--- src/rtl/uart_rx_core.sv ---
// UART receiver with oversampled start/data/parity/stop decoding feeding a
// first-word-fall-through receive FIFO with sticky line/overrun error flags.
module uart_rx_core #(
    parameter int DATABUS    = 8,
    parameter int DEPTH      = 16,
    parameter int OVERSAMPLE = 16
) (
    input  logic               clk,
    input  logic               rst,
    input  logic               baud_tick,
    input  logic               rxd,
    input  logic               parity_en,
    input  logic               parity_odd,
    input  logic               pop,
    input  logic               err_clr,
    output logic [DATABUS-1:0] pop_data_out,
    output logic               empty,
    output logic               full,
    output logic               frame_err,
    output logic               parity_err,
    output logic               overrun_err
);

    localparam int AW = (DEPTH > 1) ? $clog2(DEPTH) : 1;
    localparam int TW = (OVERSAMPLE > 1) ? $clog2(OVERSAMPLE) : 1;
    localparam int BW = $clog2(DATABUS + 1);

    localparam logic [TW-1:0] TICK_LAST = TW'(OVERSAMPLE - 1);
    localparam logic [TW-1:0] TICK_HALF = TW'(OVERSAMPLE / 2 - 1);
    localparam logic [BW-1:0] BIT_LAST  = BW'(DATABUS - 1);

    localparam logic [2:0] S_IDLE   = 3'd0;
    localparam logic [2:0] S_START  = 3'd1;
    localparam logic [2:0] S_DATA   = 3'd2;
    localparam logic [2:0] S_PARITY = 3'd3;
    localparam logic [2:0] S_STOP   = 3'd4;

    logic               r_sync1;
    logic               r_sync2;
    logic               w_rxs;

    logic [2:0]         r_state;
    logic               r_armed;
    logic [TW-1:0]      r_tick_cnt;
    logic [BW-1:0]      r_bit_cnt;
    logic [DATABUS-1:0] r_shift;
    logic               r_push;
    logic [DATABUS-1:0] r_push_data;
    logic               r_frame_err;
    logic               r_parity_err;
    logic               r_overrun_err;

    logic [DATABUS-1:0] r_mem [DEPTH];
    logic [AW:0]        r_wr_ptr;
    logic [AW:0]        r_rd_ptr;
    logic [DATABUS-1:0] r_dout;

    logic               w_empty;
    logic               w_full;
    logic               w_do_pop;
    logic               w_do_push;
    logic               w_overrun_set;
    logic [AW:0]        w_wr_next;
    logic [AW:0]        w_rd_next;

    always_ff @(posedge clk) begin
        if (rst) begin
            r_sync1 <= 1'b1;
            r_sync2 <= 1'b1;
        end else begin
            r_sync1 <= rxd;
            r_sync2 <= r_sync1;
        end
    end

    assign w_rxs = r_sync2;

    // The whole FSM advances only on baud ticks; r_push is a one-clk pulse
    // that commits the assembled word to the FIFO on the following clk.
    always_ff @(posedge clk) begin
        if (rst) begin
            r_state      <= S_IDLE;
            r_armed      <= 1'b0;
            r_tick_cnt   <= '0;
            r_bit_cnt    <= '0;
            r_shift      <= '0;
            r_push       <= 1'b0;
            r_push_data  <= '0;
            r_frame_err  <= 1'b0;
            r_parity_err <= 1'b0;
        end else begin
            r_push <= 1'b0;
            if (err_clr) begin
                r_frame_err  <= 1'b0;
                r_parity_err <= 1'b0;
            end
            if (baud_tick) begin
                case (r_state)
                    S_IDLE: begin
                        if (!r_armed) begin
                            if (w_rxs) r_armed <= 1'b1;
                        end else if (!w_rxs) begin
                            r_state    <= S_START;
                            r_tick_cnt <= '0;
                        end
                    end
                    S_START: begin
                        if (r_tick_cnt == TICK_HALF) begin
                            r_tick_cnt <= '0;
                            r_bit_cnt  <= '0;
                            r_state    <= w_rxs ? S_IDLE : S_DATA;
                        end else begin
                            r_tick_cnt <= r_tick_cnt + 1'b1;
                        end
                    end
                    S_DATA: begin
                        if (r_tick_cnt == TICK_LAST) begin
                            r_tick_cnt <= '0;
                            r_shift    <= DATABUS'({w_rxs, r_shift} >> 1);
                            if (r_bit_cnt == BIT_LAST) begin
                                r_bit_cnt <= '0;
                                r_state   <= parity_en ? S_PARITY : S_STOP;
                            end else begin
                                r_bit_cnt <= r_bit_cnt + 1'b1;
                            end
                        end else begin
                            r_tick_cnt <= r_tick_cnt + 1'b1;
                        end
                    end
                    S_PARITY: begin
                        if (r_tick_cnt == TICK_LAST) begin
                            r_tick_cnt <= '0;
                            r_state    <= S_STOP;
                            if (w_rxs != ((^r_shift) ^ parity_odd)) r_parity_err <= 1'b1;
                        end else begin
                            r_tick_cnt <= r_tick_cnt + 1'b1;
                        end
                    end
                    S_STOP: begin
                        if (r_tick_cnt == TICK_LAST) begin
                            r_tick_cnt <= '0;
                            r_state    <= S_IDLE;
                            if (w_rxs) begin
                                r_push      <= 1'b1;
                                r_push_data <= r_shift;
                                r_armed     <= 1'b1;
                            end else begin
                                // Break or bad stop: wait for the line to go idle again.
                                r_frame_err <= 1'b1;
                                r_armed     <= 1'b0;
                            end
                        end else begin
                            r_tick_cnt <= r_tick_cnt + 1'b1;
                        end
                    end
                    default: begin
                        r_state    <= S_IDLE;
                        r_armed    <= 1'b0;
                        r_tick_cnt <= '0;
                        r_bit_cnt  <= '0;
                    end
                endcase
            end
        end
    end

    assign w_empty       = (r_wr_ptr == r_rd_ptr);
    assign w_full        = (r_wr_ptr[AW] != r_rd_ptr[AW]) &&
                           (r_wr_ptr[AW-1:0] == r_rd_ptr[AW-1:0]);
    assign w_do_pop      = pop & ~w_empty;
    assign w_do_push     = r_push & (~w_full | w_do_pop);
    assign w_overrun_set = r_push & w_full & ~pop;
    assign w_wr_next     = r_wr_ptr + {{AW{1'b0}}, w_do_push};
    assign w_rd_next     = r_rd_ptr + {{AW{1'b0}}, w_do_pop};

    always_ff @(posedge clk) begin
        if (w_do_push) r_mem[r_wr_ptr[AW-1:0]] <= r_push_data;
    end

    always_ff @(posedge clk) begin
        if (rst) begin
            r_wr_ptr      <= '0;
            r_rd_ptr      <= '0;
            r_overrun_err <= 1'b0;
        end else begin
            r_wr_ptr <= w_wr_next;
            r_rd_ptr <= w_rd_next;
            if (err_clr) r_overrun_err <= 1'b0;
            if (w_overrun_set) r_overrun_err <= 1'b1;
        end
    end

    // Registered head-of-FIFO: the new head is fetched ahead of time, with a
    // bypass when the word being written becomes the head in the same clk.
    always_ff @(posedge clk) begin
        if (rst) begin
            r_dout <= '0;
        end else if (w_wr_next == w_rd_next) begin
            r_dout <= '0;
        end else if (w_do_push && (r_wr_ptr == w_rd_next)) begin
            r_dout <= r_push_data;
        end else begin
            r_dout <= r_mem[w_rd_next[AW-1:0]];
        end
    end

    assign pop_data_out = r_dout;
    assign empty        = w_empty;
    assign full         = w_full;
    assign frame_err    = r_frame_err;
    assign parity_err   = r_parity_err;
    assign overrun_err  = r_overrun_err;

endmodule

--- config.mk ---
export PLATFORM = sky130hd
export DESIGN_NAME = uart_rx_core
export DESIGN_NICKNAME = d
export VERILOG_FILES = /design/src/rtl/uart_rx_core.sv
export SDC_FILE = /design/constraint.sdc
export NUM_CORES = 1
export LEC_CHECK = 0
export ABC_CLOCK_PERIOD_IN_PS = 4400
export BUFFER_PORTS_ARGS = -buffer_cell sky130_fd_sc_hd__buf_2
export CAP_MARGIN = 20
export CORE_UTILIZATION = 65
export CTS_CLUSTER_SIZE = 28
export DETAILED_ROUTE_END_ITERATION = 8
export PLACE_DENSITY = 0.83
export SLEW_MARGIN = 30
export SYNTH_ARGS = -nofsm -noshare
export SYNTH_HDL_FRONTEND = slang
export SYNTH_SLANG_ARGS = --single-unit
--- constraint.sdc ---
create_clock -name clk -period 4.4 [get_ports clk]
set_clock_uncertainty 0.2 [all_clocks]
set_input_delay 0.44 -clock clk [delete_from_list [all_inputs] [get_ports clk]]
set_output_delay 0.44 -clock clk [all_outputs]
set_load 0.01 [all_outputs]
==> flow_metrics.py, run 1 <==
metrics = {
    "clock_tree": {
        "ctsHtreeMaxLevel": 4,
        "cts_resized": 0,
        "postCtsSetupBuffers": 0,
        "cts.sinks": 180,
        "clk_pin_slew_ps": 70,
        "hold_buffers": 1,
        "clock_latency_ps": 430,
        "cts_made_buffers": 17,
        "root_buffer": "clkbuf_16",
        "clk_path_buf_depth": 2,
        "cts_tree": "yes",
    },
    "drt": {
        "drc": 8,
        "drt_iter0_drc": 361,
        "wl_per_cell_um": 21.82,
        "route.vias.total": 4388,
        "route.final.wire_length_mm": 15.03,
        "dr.pass1.iters": 7,
        "vias_per_cell": 6.369,
        "antenna_left": 0,
    },
    "global_routing": {
        "grt_overflow": 0,
        "grt_pass1_vias": 4588,
        "antenna_found_initial": 0,
        "grt_first_pass_wirelength_mm": 24.70,
        "grt_max_degree": 53,
        "grt_usage_pct": 26.89,
    },
    "timing": {
        "clock.fmax_mhz": 275.5,
        "setup_violations": 0,
        "finalMaxSlewViolations": 0,
        "tightest_slew_ps": 940.6,
        "rsz0062_at_grt": "no",
        "hold_viol": 0,
        "relSlewSlack_pct": 36.95,
        "tns_ps": 0,
        "finalCriticalPeriod_ps": 3630,
        "fin_crit_sh_pct": 82.51,
    },
    "worst_setup_path": {
        "critical_path_class": "reg2reg",
        "start_kind": "register",
        "arrival_ps": 3770,
        "worstPathRequired_ps": 4540,
        "r2r-end": "pop_data_out[5]",
        "end_kind": "register",
        "r2r_start": "r_wr_ptr[3]",
        "cp_max_fo": 20,
        "r2r_slack_ps": 770,
        "worstRegToRegCells": 11,
    },
    "run": {
        "max_cap_violations": 0,
    },
    "status": {
        "status": "finished, violations left",
        "violations": "design-rule violations",
    },
    "placed_design": {
        "gp_congestion": 0.8731,
        "io_buffers": 20,
        "detailed_place_hpwl_mm": 9.410,
    },
    "power_and_ir_drop": {
        "clockPowerShare_pct": 45.8,
        "p_leak_nw": 3.165,
        "switchingPower_uw": 657.7,
        "p_int_mw": 2.705,
        "swShare_pct": 19.56,
        "p_seq_share_pct": 53.4,
        "ir_drop_mv": 0.2840,
        "power_density_nw_per_um2": 389.7,
        "comb_power_share_pct": 0.8,
    },
    "synth": {
        "synth_cells": 504,
        "ys.flop_type": "edfxtp_1",
        "avgSynthCellArea_um2": 15.35,
        "synth-seq-cells": 180,
        "synth_edf_count": 128,
        "yosysUniqueCellTypes": 54,
        "ys_seq_area_share_pct": 63.15,
        "synth_nets": 518,
        "syn-cell-area_um2": 7735,
        "yosysWarningCount": 0,
        "async_reset_ff_share_pct": 0,
    },
    "floorplanning": {
        "core_area_um2": 11520,
        "die-area_um2": 12340,
        "die_x_um": 111.1,
        "dieHeight_um": 111.1,
        "ios": 21,
        "start_util_pct": 67.17,
        "rows": 39,
    },
    "min_path": {
        "hold_start": "err_clr",
        "worstHoldPathType": "in2reg",
        "worstHoldPathCells": 3,
        "min_to": "overrun_err",
    },
    "finish": {
        "n_antenna_cell": 0,
        "final_cell_mix": "edfxtp_1 (128), dfxtp_1 (52), mux2i_1 (42), nor2_1 (37), mux4_2 (32)",
        "post-route-util_pct": 74.92,
        "drive_above_1_share_pct": 23.26,
        "final_common_cell": "edfxtp_1",
        "nets": 547,
        "nFillCells": 680,
        "syn_to_final_growth_pct": 11.55,
    },
}
-- metal layers --
metal  GRT usage [%]  vias up  part of all wire (%)  wire length, um
met5               0        -                     0                0
met4           12.70        0                   2.4              354
met3           4.866       31                   5.2              786
met2           43.94      152                    50             7477
met1           35.35     2205                    43             6412
li1                -     2000                     -                -
-- flip-flops by register name, indices dropped and copies added, names as in the netlist --
register      count
r_mem           128
r_push_data       8
r_wr_ptr          5
r_sync2           1
r_bit_cnt         4
parity_err        1
r_rd_ptr          5
overrun_err       1
r_push            1
frame_err         1
r_tick_cnt        4
r_shift           8
r_state           3
r_armed           1
r_sync1           1
pop_data_out      8
-- final cells by class --
cell class	instances	area, um2	area share (%)
Clock inverter	13	173.9	2.016
Clock buffer	19	432.9	5.017
Tap cell	143	178.9	2.074
Sequential cell	180	4885	56.61
Timing Repair Buffer	38	240.2	2.784
Inverter	9	33.78	0.3915
Multi-Input combinational cell	287	2684	31.10
-- kinds of logic (layout without fill, tap and decap cells) --
family	after synthesis	count (layout)	share of synthesized area, %
AO/OA/AOI/OAI	54	54	5.937
AND/OR/NAND/NOR	123	123	8.411
adder cells (fa/ha/maj)	6	6	0.9705
buffers and inverters	37	79	2.604
multiplexers	74	74	14.75
flip-flops	180	180	63.15
XOR/XNOR	30	30	4.173
-- cells in the mapped netlist, types with 10 or more instances --
cell,number,share of area [%]
xnor2_1,17,1.9
o21ai_1,10,0.65
a21oi_1,13,0.84
nand3_1,13,0.84
dfxtp_1,52,13
mux4_2,32,9.3
nor2b_1,12,0.97
nor2_1,37,1.8
edfxtp_1,128,50
buf_2,13,0.84
nor3_1,10,0.65
nand2_1,12,0.58
mux2i_1,42,5.4
-- critical path, cell delays in order, from the launching register on --
cell      delay [ps]
dfxtp_1          650
xnor2_1          180
nand4_1          290
nor2_1           230
nor2b_1           80
ha_2             340
buf_4            370
xor2_1           110
nor2_1           240
o2111a_1         460
nand3_1          150
a211oi_2         240
-- stage by stage --
stage	cells	setup slack, ps	hold slack, ps	instance area, um2	power [mW]
after floorplan	504	1333	189.5	7735	1.851
after global placement	656	1015	204.3	8009	1.858
after detailed placement	656	853.0	203.5	8009	1.859
after CTS	689	801.7	87.61	8626	3.375
after global routing	689	542.7	111.3	8628	3.447
final	689	769.7	91.98	8628	3.363
-- power groups by stage --
stage | Sequential, mW | Combinational [mW] | Clock (mW)
after global routing | 1.79 | 0.0305 | 1.62
after CTS | 1.80 | 0.0271 | 1.55
after floorplan | 1.83 | 0.0202 | 0
after global placement | 1.83 | 0.0257 | 0
after detailed placement | 1.83 | 0.0263 | 0
final | 1.80 | 0.0279 | 1.54
-- how the worst max path moves through the flow --
| stage | startpoint | slack [ps] | cells past startpoint | to |
|---|---|---|---|---|
| finish | r_wr_ptr[3] | 770 | 11 | pop_data_out[5] |
| floorplan | r_wr_ptr[3] | 1330 | 13 | pop_data_out[0] |
| global route | r_wr_ptr[3] | 540 | 11 | pop_data_out[1] |
| CTS | r_wr_ptr[3] | 800 | 11 | pop_data_out[5] |
| detailed placement | r_wr_ptr[3] | 850 | 11 | pop_data_out[0] |
| global placement | r_wr_ptr[3] | 1020 | 11 | pop_data_out[1] |
No activity file was read; power rests on OpenSTA's default activity.
==> inputs of run 2 (changes only) <==
--- a/config.mk
+++ b/config.mk
@@ -5,13 +5,13 @@
 export SDC_FILE = /design/constraint.sdc
 export NUM_CORES = 1
 export LEC_CHECK = 0
-export ABC_CLOCK_PERIOD_IN_PS = 4400
+export ABC_CLOCK_PERIOD_IN_PS = 3300
 export BUFFER_PORTS_ARGS = -buffer_cell sky130_fd_sc_hd__buf_2
 export CAP_MARGIN = 20
-export CORE_UTILIZATION = 65
+export CORE_UTILIZATION = 56
 export CTS_CLUSTER_SIZE = 28
 export DETAILED_ROUTE_END_ITERATION = 8
-export PLACE_DENSITY = 0.83
+export PLACE_DENSITY = 0.76
 export SLEW_MARGIN = 30
 export SYNTH_ARGS = -nofsm -noshare
 export SYNTH_HDL_FRONTEND = slang
==> constraint.sdc (replaced) <==
create_clock -name clk -period 3.3 [get_ports clk]
set_clock_uncertainty 0.2 [all_clocks]
set_input_delay 0.33 -clock clk [delete_from_list [all_inputs] [get_ports clk]]
set_output_delay 0.33 -clock clk [all_outputs]
set_load 0.01 [all_outputs]
==> run 2 against run 1 <==
  * The run now ends clean
  * Sequential share of layout area down 0.94 points
  * Power up 29%
  * First-iteration DRC count up 37%
  * Global-route usage down 3.6 points
  * Fmax up 18%
  * Core utilization down 9.2 points
  * Clock power up 25%
  * Critical endpoint is now pop_data_out[2]
  * Highest routed layer unchanged
==> flow_metrics.py, run 2 (synthesis gave the netlist of run 1 again) <==
metrics = {
    "power_and_ir_drop": {
        "p_seq_share_pct": 55.0,
        "switchingPower_uw": 827.1,
        "ir_drop_mv": 0.3843,
        "swShare_pct": 19.01,
        "comb_power_share_pct": 0.9,
        "clockPowerShare_pct": 44.1,
        "p_leak_nw": 3.258,
        "p_int_mw": 3.523,
        "power_density_nw_per_um2": 495.9,
    },
    "global_routing": {
        "grt_overflow": 0,
        "grt_first_pass_wirelength_mm": 24.05,
        "grt_pass1_vias": 4361,
        "antenna_found_initial": 0,
        "grt_usage_pct": 23.27,
        "grt_max_degree": 53,
    },
    "drt": {
        "drt_iter0_drc": 495,
        "vias_per_cell": 6.011,
        "drc": 0,
        "route.vias.total": 4442,
        "dr.pass1.iters": 4,
        "route.final.wire_length_mm": 15.29,
        "wl_per_cell_um": 20.69,
        "antenna_left": 0,
    },
    "finish": {
        "n_antenna_cell": 0,
        "drive_above_1_share_pct": 23.80,
        "final_cell_mix": "edfxtp_1 (128), dfxtp_1 (52), mux2i_1 (42), nor2_1 (37), mux4_2 (32)",
        "largest_reg_flops": 128,
        "final_common_cell": "edfxtp_1",
        "syn_to_final_growth_pct": 13.43,
        "nets": 564,
    },
    "worst_setup_path": {
        "r2r-end": "pop_data_out[2]",
        "critical_path_class": "reg2reg",
        "cp_max_fo": 13,
        "r2r_slack_ps": 220,
        "r2r_start": "r_rd_ptr[2]",
        "worstPathRequired_ps": 3390,
        "arrival_ps": 3170,
        "worstRegToRegCells": 13,
        "end_kind": "register",
        "start_kind": "register",
    },
    "clock_tree": {
        "ctsHtreeMaxLevel": 4,
        "cts_made_buffers": 17,
        "root_buffer": "clkbuf_16",
        "cts.sinks": 180,
        "cts_tree": "yes",
        "clk_path_buf_depth": 2,
        "clock_latency_ps": 430,
        "cts_resized": 0,
        "clk_pin_slew_ps": 60,
    },
    "timing": {
        "fin_crit_sh_pct": 93.24,
        "hold_viol": 0,
        "clock.fmax_mhz": 325.0,
        "tightest_slew_ps": 805.2,
        "fin_ws_ps": 223.0,
        "finalCriticalPeriod_ps": 3077,
        "setup_violations": 0,
        "rsz0062_at_grt": "no",
        "tns_ps": 0,
        "finalMaxSlewViolations": 0,
        "relSlewSlack_pct": 46.25,
    },
    "min_path": {
        "hold_start": "parity_en",
        "worstHoldPathCells": 4,
        "worstHoldPathType": "in2reg",
        "min_to": "r_state[1]",
    },
    "floorplanning": {
        "start_util_pct": 57.95,
        "die_x_um": 119.5,
        "die-area_um2": 14290,
        "dieHeight_um": 119.5,
        "rows": 42,
        "ios": 21,
        "core_area_um2": 13350,
    },
    "placed_design": {
        "gp_congestion": 0.8204,
        "detailed_place_hpwl_mm": 10.06,
        "dp_slack_ps": 246.1,
        "io_buffers": 20,
    },
    "status": {
        "status": "finished, final reports clean",
    },
    "run": {
        "max_cap_violations": 0,
    },
}
-- run 2: cell count changes in the layout (fill, tap and decap cells not counted), sizes merged --
cell / change
buf: +15
inv: -2
clkinvlp: -3
clkinv: +3
dlygate4sd3: +2
clkbuf: +4
bufinv: -2
-- run 2: through the flow --
step	power, mW	area [um2]	cells	hold slack [ps]	util, %
2_1_floorplan	2.468	7735	504	189.5	-
3_3_place_gp	2.478	8175	704	197.7	61.25
3_5_place_dp	2.479	8175	704	197.9	61.25
4_1_cts	4.380	8771	739	65.34	65.71
5_1_grt	4.477	8773	739	111.5	65.73
6_report	4.351	8773	739	80.06	65.73
-- run 2: timing repair --
action                    CTS  global route
buffers inserted            0             0
hold endpoints to repair    4             0
hold buffers                3             0
-- run 2: critical path: stages, from the launching register on --
cell and delay (ps):
dfxtp_1 330, xnor2_1 210, nand4_1 140, nor2_1 140, nor2b_1 60, ha_2 180, ha_1 400, buf_4 270
buf_4 200, mux4_2 290, mux2i_1 200, mux2i_1 100, o21ai_1 110, a211oi_2 90
-- run 2: cell type report --
type,instances,area (um2)
multi-input combinational,287,2659
timing repair buffer,55,410.4
fill,938,4574
tap,176,220.2
clock buffer,23,489.2
clock inverter,9,76.32
inverter,9,33.78
sequential,180,4885
-- run 2: how the worst max path moves through the flow --
| stage | endpoint | start | cells after the start | slack [ps] |
|---|---|---|---|---|
| CTS | pop_data_out[2] | r_rd_ptr[2] | 13 | 210 |
| floorplan | pop_data_out[0] | r_wr_ptr[3] | 13 | 230 |
| global route | pop_data_out[2] | r_rd_ptr[2] | 13 | 40 |
| global placement | pop_data_out[2] | r_rd_ptr[2] | 13 | 300 |
| finish | pop_data_out[2] | r_rd_ptr[2] | 13 | 220 |
| detailed placement | pop_data_out[2] | r_rd_ptr[2] | 13 | 250 |
-- run 2: per-layer routing --
metal	up-vias	global-route usage, %	share of wire (%)
li1	2030	-	-
met1	2241	31.67	43
met2	141	34.90	49
met3	30	7.129	6.3
met4	0	9.844	2.4
met5	-	0	0
-- run 2: power groups by stage --
stage                     clock [mW]  sequential (mW)  combinational (mW)
after floorplan                    0             2.44              0.0269
after global placement             0             2.44              0.0345
after detailed placement           0             2.44              0.0355
after CTS                       1.95             2.39              0.0383
after global routing            2.04             2.39              0.0424
final                           1.92             2.39              0.0391
